### src/rtl/motion_arbiter.sv
// Fixed-priority owner arbitration of the single motor-drive path with forced
// STOP dead-time on every ownership change and a tick-counted hold timeout.
module motion_arbiter #(
  parameter int unsigned DEAD_CYCLES    = 4,
  parameter int unsigned MAX_HOLD_TICKS = 10,
  parameter logic [7:0]  DUTY_MAX       = 8'd200,
  parameter bit          PREEMPT        = 1'b1
) (
  input  logic        clk,
  input  logic        reset_n,
  input  logic        tick,
  input  logic [2:0]  req,
  input  logic [5:0]  cmd_in,
  input  logic [23:0] duty_in,
  output logic [2:0]  grant,
  output logic [1:0]  motor_cmd,
  output logic [7:0]  motor_duty,
  output logic [1:0]  state,
  output logic        timeout
);

  localparam int unsigned DW = (DEAD_CYCLES > 1) ? $clog2(DEAD_CYCLES + 1) : 1;
  localparam int unsigned HW = (MAX_HOLD_TICKS > 1) ? $clog2(MAX_HOLD_TICKS + 1) : 1;
  localparam logic [DW-1:0] DEAD_LAST = DW'(DEAD_CYCLES);
  localparam logic [HW-1:0] HOLD_LAST = HW'(MAX_HOLD_TICKS - 1);
  localparam logic [HW-1:0] HOLD_SAT  = HW'(MAX_HOLD_TICKS);

  typedef enum logic [1:0] {
    ST_IDLE    = 2'b00,
    ST_GAP     = 2'b01,
    ST_GRANTED = 2'b10
  } state_t;

  state_t        state_q, state_d;
  logic [2:0]    pend_q, pend_d;
  logic [2:0]    grant_q, grant_d;
  logic [2:0]    mask_q, mask_d;
  logic [DW-1:0] dead_q, dead_d;
  logic [HW-1:0] hold_q, hold_d;
  logic [1:0]    cmd_q, cmd_d;
  logic [7:0]    duty_q, duty_d;
  logic          timeout_q, timeout_d;

  logic [2:0]    mask_eff;
  logic [2:0]    elig;
  logic [2:0]    win;
  logic [1:0]    own_cmd;
  logic [7:0]    own_duty;

  // pend/grant are one-hot, so a numerically smaller value is a higher priority
  always_comb begin
    mask_eff = mask_q & req;
    if (state_q == ST_IDLE && req != 3'b000 && (req & ~mask_eff) == 3'b000)
      mask_eff = '0;
    elig = req & ~mask_eff;
    win  = elig & (~elig + 3'd1);
  end

  always_comb begin
    own_cmd  = '0;
    own_duty = '0;
    unique case (grant_q)
      3'b001:  begin own_cmd = cmd_in[1:0]; own_duty = duty_in[7:0];   end
      3'b010:  begin own_cmd = cmd_in[3:2]; own_duty = duty_in[15:8];  end
      3'b100:  begin own_cmd = cmd_in[5:4]; own_duty = duty_in[23:16]; end
      default: begin own_cmd = '0;          own_duty = '0;             end
    endcase
    if (own_duty > DUTY_MAX) own_duty = DUTY_MAX;
  end

  always_comb begin
    state_d   = state_q;
    pend_d    = pend_q;
    grant_d   = grant_q;
    mask_d    = mask_eff;
    dead_d    = dead_q;
    hold_d    = hold_q;
    cmd_d     = '0;
    duty_d    = '0;
    timeout_d = 1'b0;
    unique case (state_q)
      ST_IDLE: begin
        grant_d = '0;
        if (win != 3'b000) begin
          pend_d  = win;
          dead_d  = DW'(1);
          state_d = ST_GAP;
        end
      end
      ST_GAP: begin
        grant_d = '0;
        if (win != 3'b000 && (pend_q == 3'b000 || win < pend_q))
          pend_d = win;
        if (dead_q >= DEAD_LAST) begin
          if ((req & pend_d) != 3'b000) begin
            grant_d = pend_d;
            hold_d  = '0;
            state_d = ST_GRANTED;
          end else begin
            pend_d  = '0;
            state_d = ST_IDLE;
          end
        end else begin
          dead_d = dead_q + DW'(1);
        end
      end
      ST_GRANTED: begin
        if ((req & grant_q) == 3'b000) begin
          grant_d = '0;
          pend_d  = '0;
          state_d = ST_IDLE;
        end else if (PREEMPT && win != 3'b000 && win < grant_q) begin
          grant_d = '0;
          pend_d  = win;
          dead_d  = DW'(1);
          state_d = ST_GAP;
        end else if (tick && hold_q == HOLD_LAST) begin
          timeout_d = 1'b1;
          mask_d    = mask_eff | grant_q;
          grant_d   = '0;
          pend_d    = '0;
          state_d   = ST_IDLE;
        end else begin
          cmd_d  = own_cmd;
          duty_d = own_duty;
          if (tick && hold_q != HOLD_SAT) hold_d = hold_q + HW'(1);
        end
      end
      default: begin
        grant_d = '0;
        pend_d  = '0;
        state_d = ST_IDLE;
      end
    endcase
  end

  always_ff @(posedge clk or negedge reset_n) begin
    if (!reset_n) begin
      state_q   <= ST_IDLE;
      pend_q    <= '0;
      grant_q   <= '0;
      mask_q    <= '0;
      dead_q    <= '0;
      hold_q    <= '0;
      cmd_q     <= '0;
      duty_q    <= '0;
      timeout_q <= 1'b0;
    end else begin
      state_q   <= state_d;
      pend_q    <= pend_d;
      grant_q   <= grant_d;
      mask_q    <= mask_d;
      dead_q    <= dead_d;
      hold_q    <= hold_d;
      cmd_q     <= cmd_d;
      duty_q    <= duty_d;
      timeout_q <= timeout_d;
    end
  end

  assign grant      = grant_q;
  assign motor_cmd  = cmd_q;
  assign motor_duty = duty_q;
  assign state      = state_q;
  assign timeout    = timeout_q;

endmodule

### config.mk
export PLATFORM = sky130hd
export DESIGN_NAME = motion_arbiter
export DESIGN_NICKNAME = d
export VERILOG_FILES = /design/src/rtl/motion_arbiter.sv
export SDC_FILE = /design/constraint.sdc
export NUM_CORES = 1
export LEC_CHECK = 0
export BUFFER_PORTS_ARGS = -buffer_cell sky130_fd_sc_hd__buf_2
export CORE_MARGIN = 1
export CORE_UTILIZATION = 33
export CTS_CLUSTER_DIAMETER = 200
export DETAILED_ROUTE_END_ITERATION = 10
export GPL_TIMING_DRIVEN = 0
export HOLD_SLACK_MARGIN = 0.03
export PLACE_DENSITY = 0.63
export SLEW_MARGIN = 25
export SYNTH_ARGS = -nofsm -noshare
export SYNTH_HDL_FRONTEND = slang
export SYNTH_SLANG_ARGS = --single-unit
### constraint.sdc
create_clock -name clk -period 3.6 [get_ports clk]
set_clock_uncertainty 0.1 [all_clocks]
set_input_delay 0.36 -clock clk [delete_from_list [all_inputs] [get_ports clk]]
set_output_delay 0.36 -clock clk [all_outputs]
set_load 0.05 [all_outputs]
==> results of run 1 <==
metal layers:
layer / vias to the layer above / track usage (%) / wire (um)
li1: 895 / - / -
met1: 871 / 24.66 / 2265
met2: 56 / 28.11 / 2312
met3: 4 / 4.048 / 301
met4: 0 / 5.000 / 31
met5: - / 0 / 0
worst register-to-register path, stage by stage (launching register included):
cell and delay [ns]:
dfrtp_1 0.44, or2_0 0.23, buf_2 0.16, o21ai_2 0.28, a211oi_1 0.13, o21ai_0 0.54
a21o_1 0.27, buf_2 0.25, nand2_1 0.10, a221o_1 0.35
synthesized netlist by cell type (2+ instances only):
library cell	n	share of area, %
nand2b_1	4	1.4
a311oi_1	2	0.95
nor2b_1	7	2.4
dfrtp_1	29	39
a22o_1	7	3.3
a32o_1	2	1.1
clkbuf_1	7	1.4
a31oi_1	4	1.4
or3_1	3	1.0
and2_1	2	0.68
mux2_2	2	1.2
buf_2	2	0.54
o21ai_1	2	0.54
nor3_1	3	0.82
a222oi_1	2	1.1
o21ai_0	8	2.2
inv_1	8	1.6
a31o_2	2	0.95
nor2_1	24	4.9
o32ai_1	3	1.4
ha_1	5	3.4
a22oi_1	11	4.5
o21a_1	2	0.82
a21boi_0	2	0.82
a221oi_1	2	0.95
a21oi_1	13	3.5
a221o_1	2	1.1
nand2_1	16	3.3
where the power goes:
group	switching, W	total, W	internal, W
sequential	0.0000614	0.000437	0.000375
clock	0.000115	0.000252	0.000137
combinational	0.000332	0.000532	0.000200
total	0.000509	0.00122	0.000713
cells by family after synthesis:
kind of cell / count (synthesis)
buffers and inverters: 18
AND/OR/NAND/NOR: 70
flip-flops: 29
multiplexers: 3
AO/OA/AOI/OAI: 80
adder cells (fa/ha/maj): 5
metrics by stage:
stage / cells / cell area (um2)
2_1_floorplan: 205 / 1839
3_3_place_gp: 326 / 2182
3_5_place_dp: 326 / 2182
4_1_cts: 334 / 2262
5_1_grt: 335 / 2272
6_report: 335 / 2272
registers in the layout (all words and copies together) (netlist names):
register / flops
grant: 3
timeout: 1
state: 2
motor_duty: 8
motor_cmd: 2
hold_q: 4
pend_q: 3
mask_q: 3
dead_q: 3
area by class of cell:
class,count,share of cell area (%)
tap,70,3.855
timing repair buffer,52,11.45
buffer,9,1.597
multi-input combinational,158,46.15
clock buffer,8,3.524
inverter,9,1.487
sequential,29,31.94
path summary, 6_finish.rpt:
check | start | end | slack [ns] | depth (start not counted)
max in group asynchronous | reset_n | hold_q[0] | 2.95 | 1
min in group clk | cmd_in[1] | motor_cmd[1] | 0.23 | 3
max reg2reg | state[1] | pend_q[2] | 0.60 | 9
max | state[1] | pend_q[2] | 0.60 | 9
min reg2reg | hold_q[3] | hold_q[3] | 0.45 | 2
min | reset_n | mask_q[2] | 0.02 | 1
==> summary.md, run 1 <==
| Metric | Value |
|---|---|
| Status | completed |
| Count of input and output buffers | between 50 and 60 |
| Most frequent standard cell in the layout excluding fill and tap cells | buf_2 |
| PnR worst setup slack | around 0.60 ns |
| Largest family of logic cells by synthesized area | compound AO/OA/AOI/OAI gates |
| Postcts setup bufs | 0 |
| Post-DP HPWL | 3.634 mm |
| Multiplexer area fraction after synthesis | 1.769% |
| DIE HEIGHT | between 70 and 80 um |
| Most frequent cells in the layout | buf_2 (53), dfrtp_1 (29), nor2_1 (24), nand2_1 (16), a21oi_1 (13) |
| Final ANT Viol Nets | 0 |
| RSZ-0062 raised after global routing | false |
| Slowest stage delay, CP | ~0.54 ns |
| Register bit count reported by yosys | 29 |
| Initial antenna violation count | 0 |
| Crit Path Max Fanout | 10 |
| Final wirelength | slightly below 5 mm |
| XOR/XNOR share of the synthesized area | 0% |
| DRC | 0 |
| CP dominant cell by count | buf_2 |
| Root Driver | clkbuf_8 |
| Clk_lat worst skew | approximately 0.27 ns |
| EDFF count, synth | 0 |
| Core area | about 5200 um2 |
| Fmax | roughly 330 MHz |
| Arrival time at the worst endpoint | 3.05 ns |
| Max Cap Viol | 0 |
| CP startpoint kind | flip-flop |
| Worst slew margin | between 50% and 60% |
| Register area share after synthesis | 39.46% |
| TritonRoute pass-1 iters | 4 |
| Largest net degree at the start of global routing | 30 |
| Vias in the first global route | between 1500 and 2000 |
| Unique cell type count in the Yosys netlist | 57 |
| Post-Syn Nets | approximately 250 |
| Final Slew Violations | 0 |
| WL/cell | between 10 and 15 um |
| Fill cells | roughly 540 |
| # clock sinks | 29 |
| Number of vias per cell | about 5.5 |
| Final Util | around 43% |
| CP Data Required Time | around 3.7 ns |
| Final Hold Fails | 0 |
| Vias | ~1800 |
| Diode count | 0 |
| Crit share post-route | 83.20% |
| Nets | between 300 and 400 |
| Die ar. | just under 6000 um2 |
| CTS tree | yes |
| Total gr overflow | 0 |
| # setup viols final | 0 |
| FP Rows | 26 |
| I/O pin count | 52 |
| Starting density of the core | a little over a third |
| Area Overhead vs Synth | 23.54% |
| Initial DRC count | around 210 |
| Top FF cell, synth | dfrtp_1 |
| Simple-Gate Fraction of Synth Area | 18.91% |
| Top Family by Delay on Critical Path | compound AO/OA/AOI/OAI gates |
| Clk slew on worst S/H paths | approximately 0.060 ns |
| Min Tclk post-route | 2.995 ns |
| Mapped Area | 1839 um2 |
| Crit path kind | flip-flop to flip-flop |
| Yosys warns | 0 |
| Peak supply drop | slightly above 0.0004 V |
| Area of the multi-input gates | around 1000 um2 |
| Setup TNS | 0 ns |
| Power Total | ~0.0012 W |
| Die X | between 70 and 80 um |
| Hold_buf cts | 0 |
| Async SR Flop Fraction | 100.0% |
| Slowest cell on the critical path | o21ai_0 |
| Worst path cell trace | or2_0 > buf_2 > o21ai_2 > a211oi_1 > o21ai_0 > a21o_1 > buf_2 > nand2_1 > a221o_1 |
| FF/Latch Area | a little over 700 um2 |
| Synthesized netlist cell count | just over 200 |
| Worst min-delay path class | input pin to asynchronous set/reset pin |
| Worst slack, placed | ~0.51 ns |
| GP Congestion | roughly 0.92 |
| Hold slack final | 0.01599 ns |
| Share of cells above drive strength 1 | between 20% and 30% |
| Maximum root-to-sink buffer count | 2 |
| Synth Area in Adders | between 3 and 4% |
| Tightest Pin Transition | 0.6912 ns |
| Crit end category | flip-flop |
| Global-route wire length before repair | 8.321 mm |
| WP buf/inv | 2 |
| Pwr dens | 537.7 nW/um2 |
| Num CTS Buffers | 5 |
| Resize count post-CTS | 0 |
| Compound-Gate Fraction of Synth Area | 32.65% |
| H-Tree Depth | 2 |
| Syn Area/Cell | roughly 9.0 um2 |
| Leak | 1.032 nW |
| Gr usage total | between 10% and 20% |
Note: power is estimated with default switching activity, not from simulation.
==> inputs of run 2 (changes only) <==
==> constraint.sdc (replaced) <==
create_clock -name clk -period 3.1 [get_ports clk]
set_clock_uncertainty 0.1 [all_clocks]
set_input_delay 0.31 -clock clk [delete_from_list [all_inputs] [get_ports clk]]
set_output_delay 0.31 -clock clk [all_outputs]
set_load 0.05 [all_outputs]
==> run 2 against run 1 <==
  * Sequential power rose by 16%
  * Critical path type unchanged
  * Sequential cell count did not move
  * First-iteration DRC count fell by 18%
  * Combinational power rose by 17%
  * Clock power rose by 16%
  * Highest routed layer unchanged
  * Cell count rose by 0.90%
  * Register-to-register slack got worse by 0.37 ns
  * Die area did not move
  * Power rose by 16%
  * Hold slack improved by 0.16 ns
  * Global-route usage barely moved
==> summary.md, run 2 (synthesized netlist as in run 1, its figures left out) <==
| Metric | Value |
|---|---|
| Clk slew on worst S/H paths | roughly 0.06 ns |
| Vias | 1850 |
| Maximum root-to-sink buffer count | 2 |
| CTS tree | yes |
| CP Data Required Time | approximately 3.2 ns |
| Worst slack, placed | around 0.011 ns |
| Gr usage total | between 10% and 20% |
| Fmax | 348.5 MHz |
| Vias in the first global route | about 1800 |
| Slowest stage delay, CP | about 0.44 ns |
| # clock sinks | 29 |
| Root Driver | clkbuf_8 |
| Crit Path Max Fanout | 10 |
| Worst slew margin | between 50% and 60% |
| Global-route wire length before repair | 8.335 mm |
| Largest net degree at the start of global routing | 30 |
| Crit path kind | flip-flop to flip-flop |
| Reg2Reg Depth | 10 |
| Power Total | about 0.0014 W |
| Area Overhead vs Synth | 25.03% |
| Min Tclk post-route | ~2.9 ns |
| Tightest Pin Transition | 0.6566 ns |
| GP Congestion | 0.9243 |
| Crit share post-route | between 90% and 100% |
| CP dominant cell by count | buf_2 |
| Worst min-delay path class | input pin to flip-flop |
| DRC | 0 |
| DIE HEIGHT | roughly 77 um |
| # setup viols final | 0 |
| WL/cell | 14.45 um |
| Final Hold Fails | 0 |
| Clk_lat worst skew | 0.27 ns |
| Initial antenna violation count | 0 |
| FP Rows | 26 |
| Slowest cell on the critical path | dfrtp_1 |
| Nets | between 300 and 400 |
| Worst path cell trace | or2_0 > buf_2 > o31ai_1 > a222oi_1 > buf_4 > nor2_2 > a21o_1 > buf_2 > nand2_1 > a221o_1 |
| Worst path depth | 10 |
| Die ar. | 5876 um2 |
| Hold Path Depth | 3 |
| Max Cap Viol | 0 |
| Top Family by Delay on Critical Path | compound AO/OA/AOI/OAI gates |
| Number of vias per cell | 5.473 |
| Crit end category | flip-flop |
| WP buf/inv | 3 |
| PnR worst setup slack | between 0.2 and 0.25 ns |
| Leak | 1.048 nW |
| RSZ-0062 raised after global routing | false |
| I/O pin count | 52 |
| Count of input and output buffers | a little over 50 |
| Pwr dens | a little over 600 nW/um2 |
| CP startpoint kind | flip-flop |
| Starting density of the core | 35.12% |
| Peak supply drop | roughly 0.00048 V |
| Initial DRC count | between 150 and 200 |
| TritonRoute pass-1 iters | 5 |
| Share of cells above drive strength 1 | a little over a quarter |
| H-Tree Depth | 2 |
| Total gr overflow | 0 |
| Max FFs per register | 8 |
| Core area | roughly 5200 um2 |
| Final wirelength | approximately 4.9 mm |
| Most frequent standard cell in the layout excluding fill and tap cells | buf_2 |
| Status | completed |
| Diode count | 0 |
| Final ANT Viol Nets | 0 |
| Num CTS Buffers | 5 |
| Post-DP HPWL | between 3 and 4 mm |
| Arrival time at the worst endpoint | just under 3 ns |
| Final Slew Violations | 0 |
| Most frequent cells in the layout | buf_2 (53), dfrtp_1 (29), nor2_1 (24), nand2_1 (16), a21oi_1 (13) |
| Die X | ~77 um |
[run 2: worst reg2reg max path, cell delays in order (launching register included)]
cell and delay, ns:
dfrtp_1 0.44, or2_0 0.24, buf_2 0.16, o31ai_1 0.40, a222oi_1 0.12, buf_4 0.19, nor2_2 0.19, a21o_1 0.21
buf_2 0.25, nand2_1 0.10, a221o_1 0.35
[run 2: per-stage QoR]
step | TNS (ns) | util, % | hold slack (ns) | area, um2 | instances
3_5_place_dp | 0 | 41.66 | 0.2848 | 2182 | 326
4_1_cts | 0 | 43.81 | 0.1793 | 2295 | 338
3_3_place_gp | -0.003879 | 41.66 | 0.2793 | 2182 | 326
6_report | 0 | 43.91 | 0.1796 | 2300 | 338
2_1_floorplan | 0 | - | -0.08559 | 1839 | 205
5_1_grt | 0 | 43.91 | 0.1974 | 2300 | 338
[run 2: area by class of cell]
class,instances,area (um2)
Fill cell,533,2938
Multi-Input combinational cell,158,1049
Sequential cell,29,725.7
Timing Repair Buffer,55,287.8
Tap cell,70,87.58
Clock buffer,8,80.08
Buffer,9,36.28
Inverter,9,33.78
[run 2: what timing repair did]
action / 4_1_cts / 5_1_grt
endpoints found under the hold margin: 29 / 0
resized for setup: 0 / 1
setup endpoints to repair: 1 / 2
hold buffers: 1 / 0
pin swaps: 1 / 0
setup buffers: 3 / 0
[run 2: worst paths after layout]
kind                                 to      start  slack, ns
min in group asynchronous     mask_q[2]    reset_n       0.50
setup / recovery              pend_q[2]   state[1]       0.23
hold / removal             motor_cmd[1]  cmd_in[1]       0.18
max in group asynchronous     hold_q[0]    reset_n       1.97
hold reg to reg               hold_q[3]  hold_q[3]       0.45
setup reg to reg              pend_q[2]   state[1]       0.23
[run 2: power by group]
part / switching [W] / internal, W
registers: 0.0000713 / 0.000436
clock network: 0.000134 / 0.000159
logic: 0.000386 / 0.000235
[run 2: layer usage]
layer	vias up	track usage [%]	share of wire [%]
met5	-	0	0
met4	0	5.000	0.86
met3	6	4.048	6.5
met2	58	28.02	47
met1	881	24.81	46
li1	905	-	-
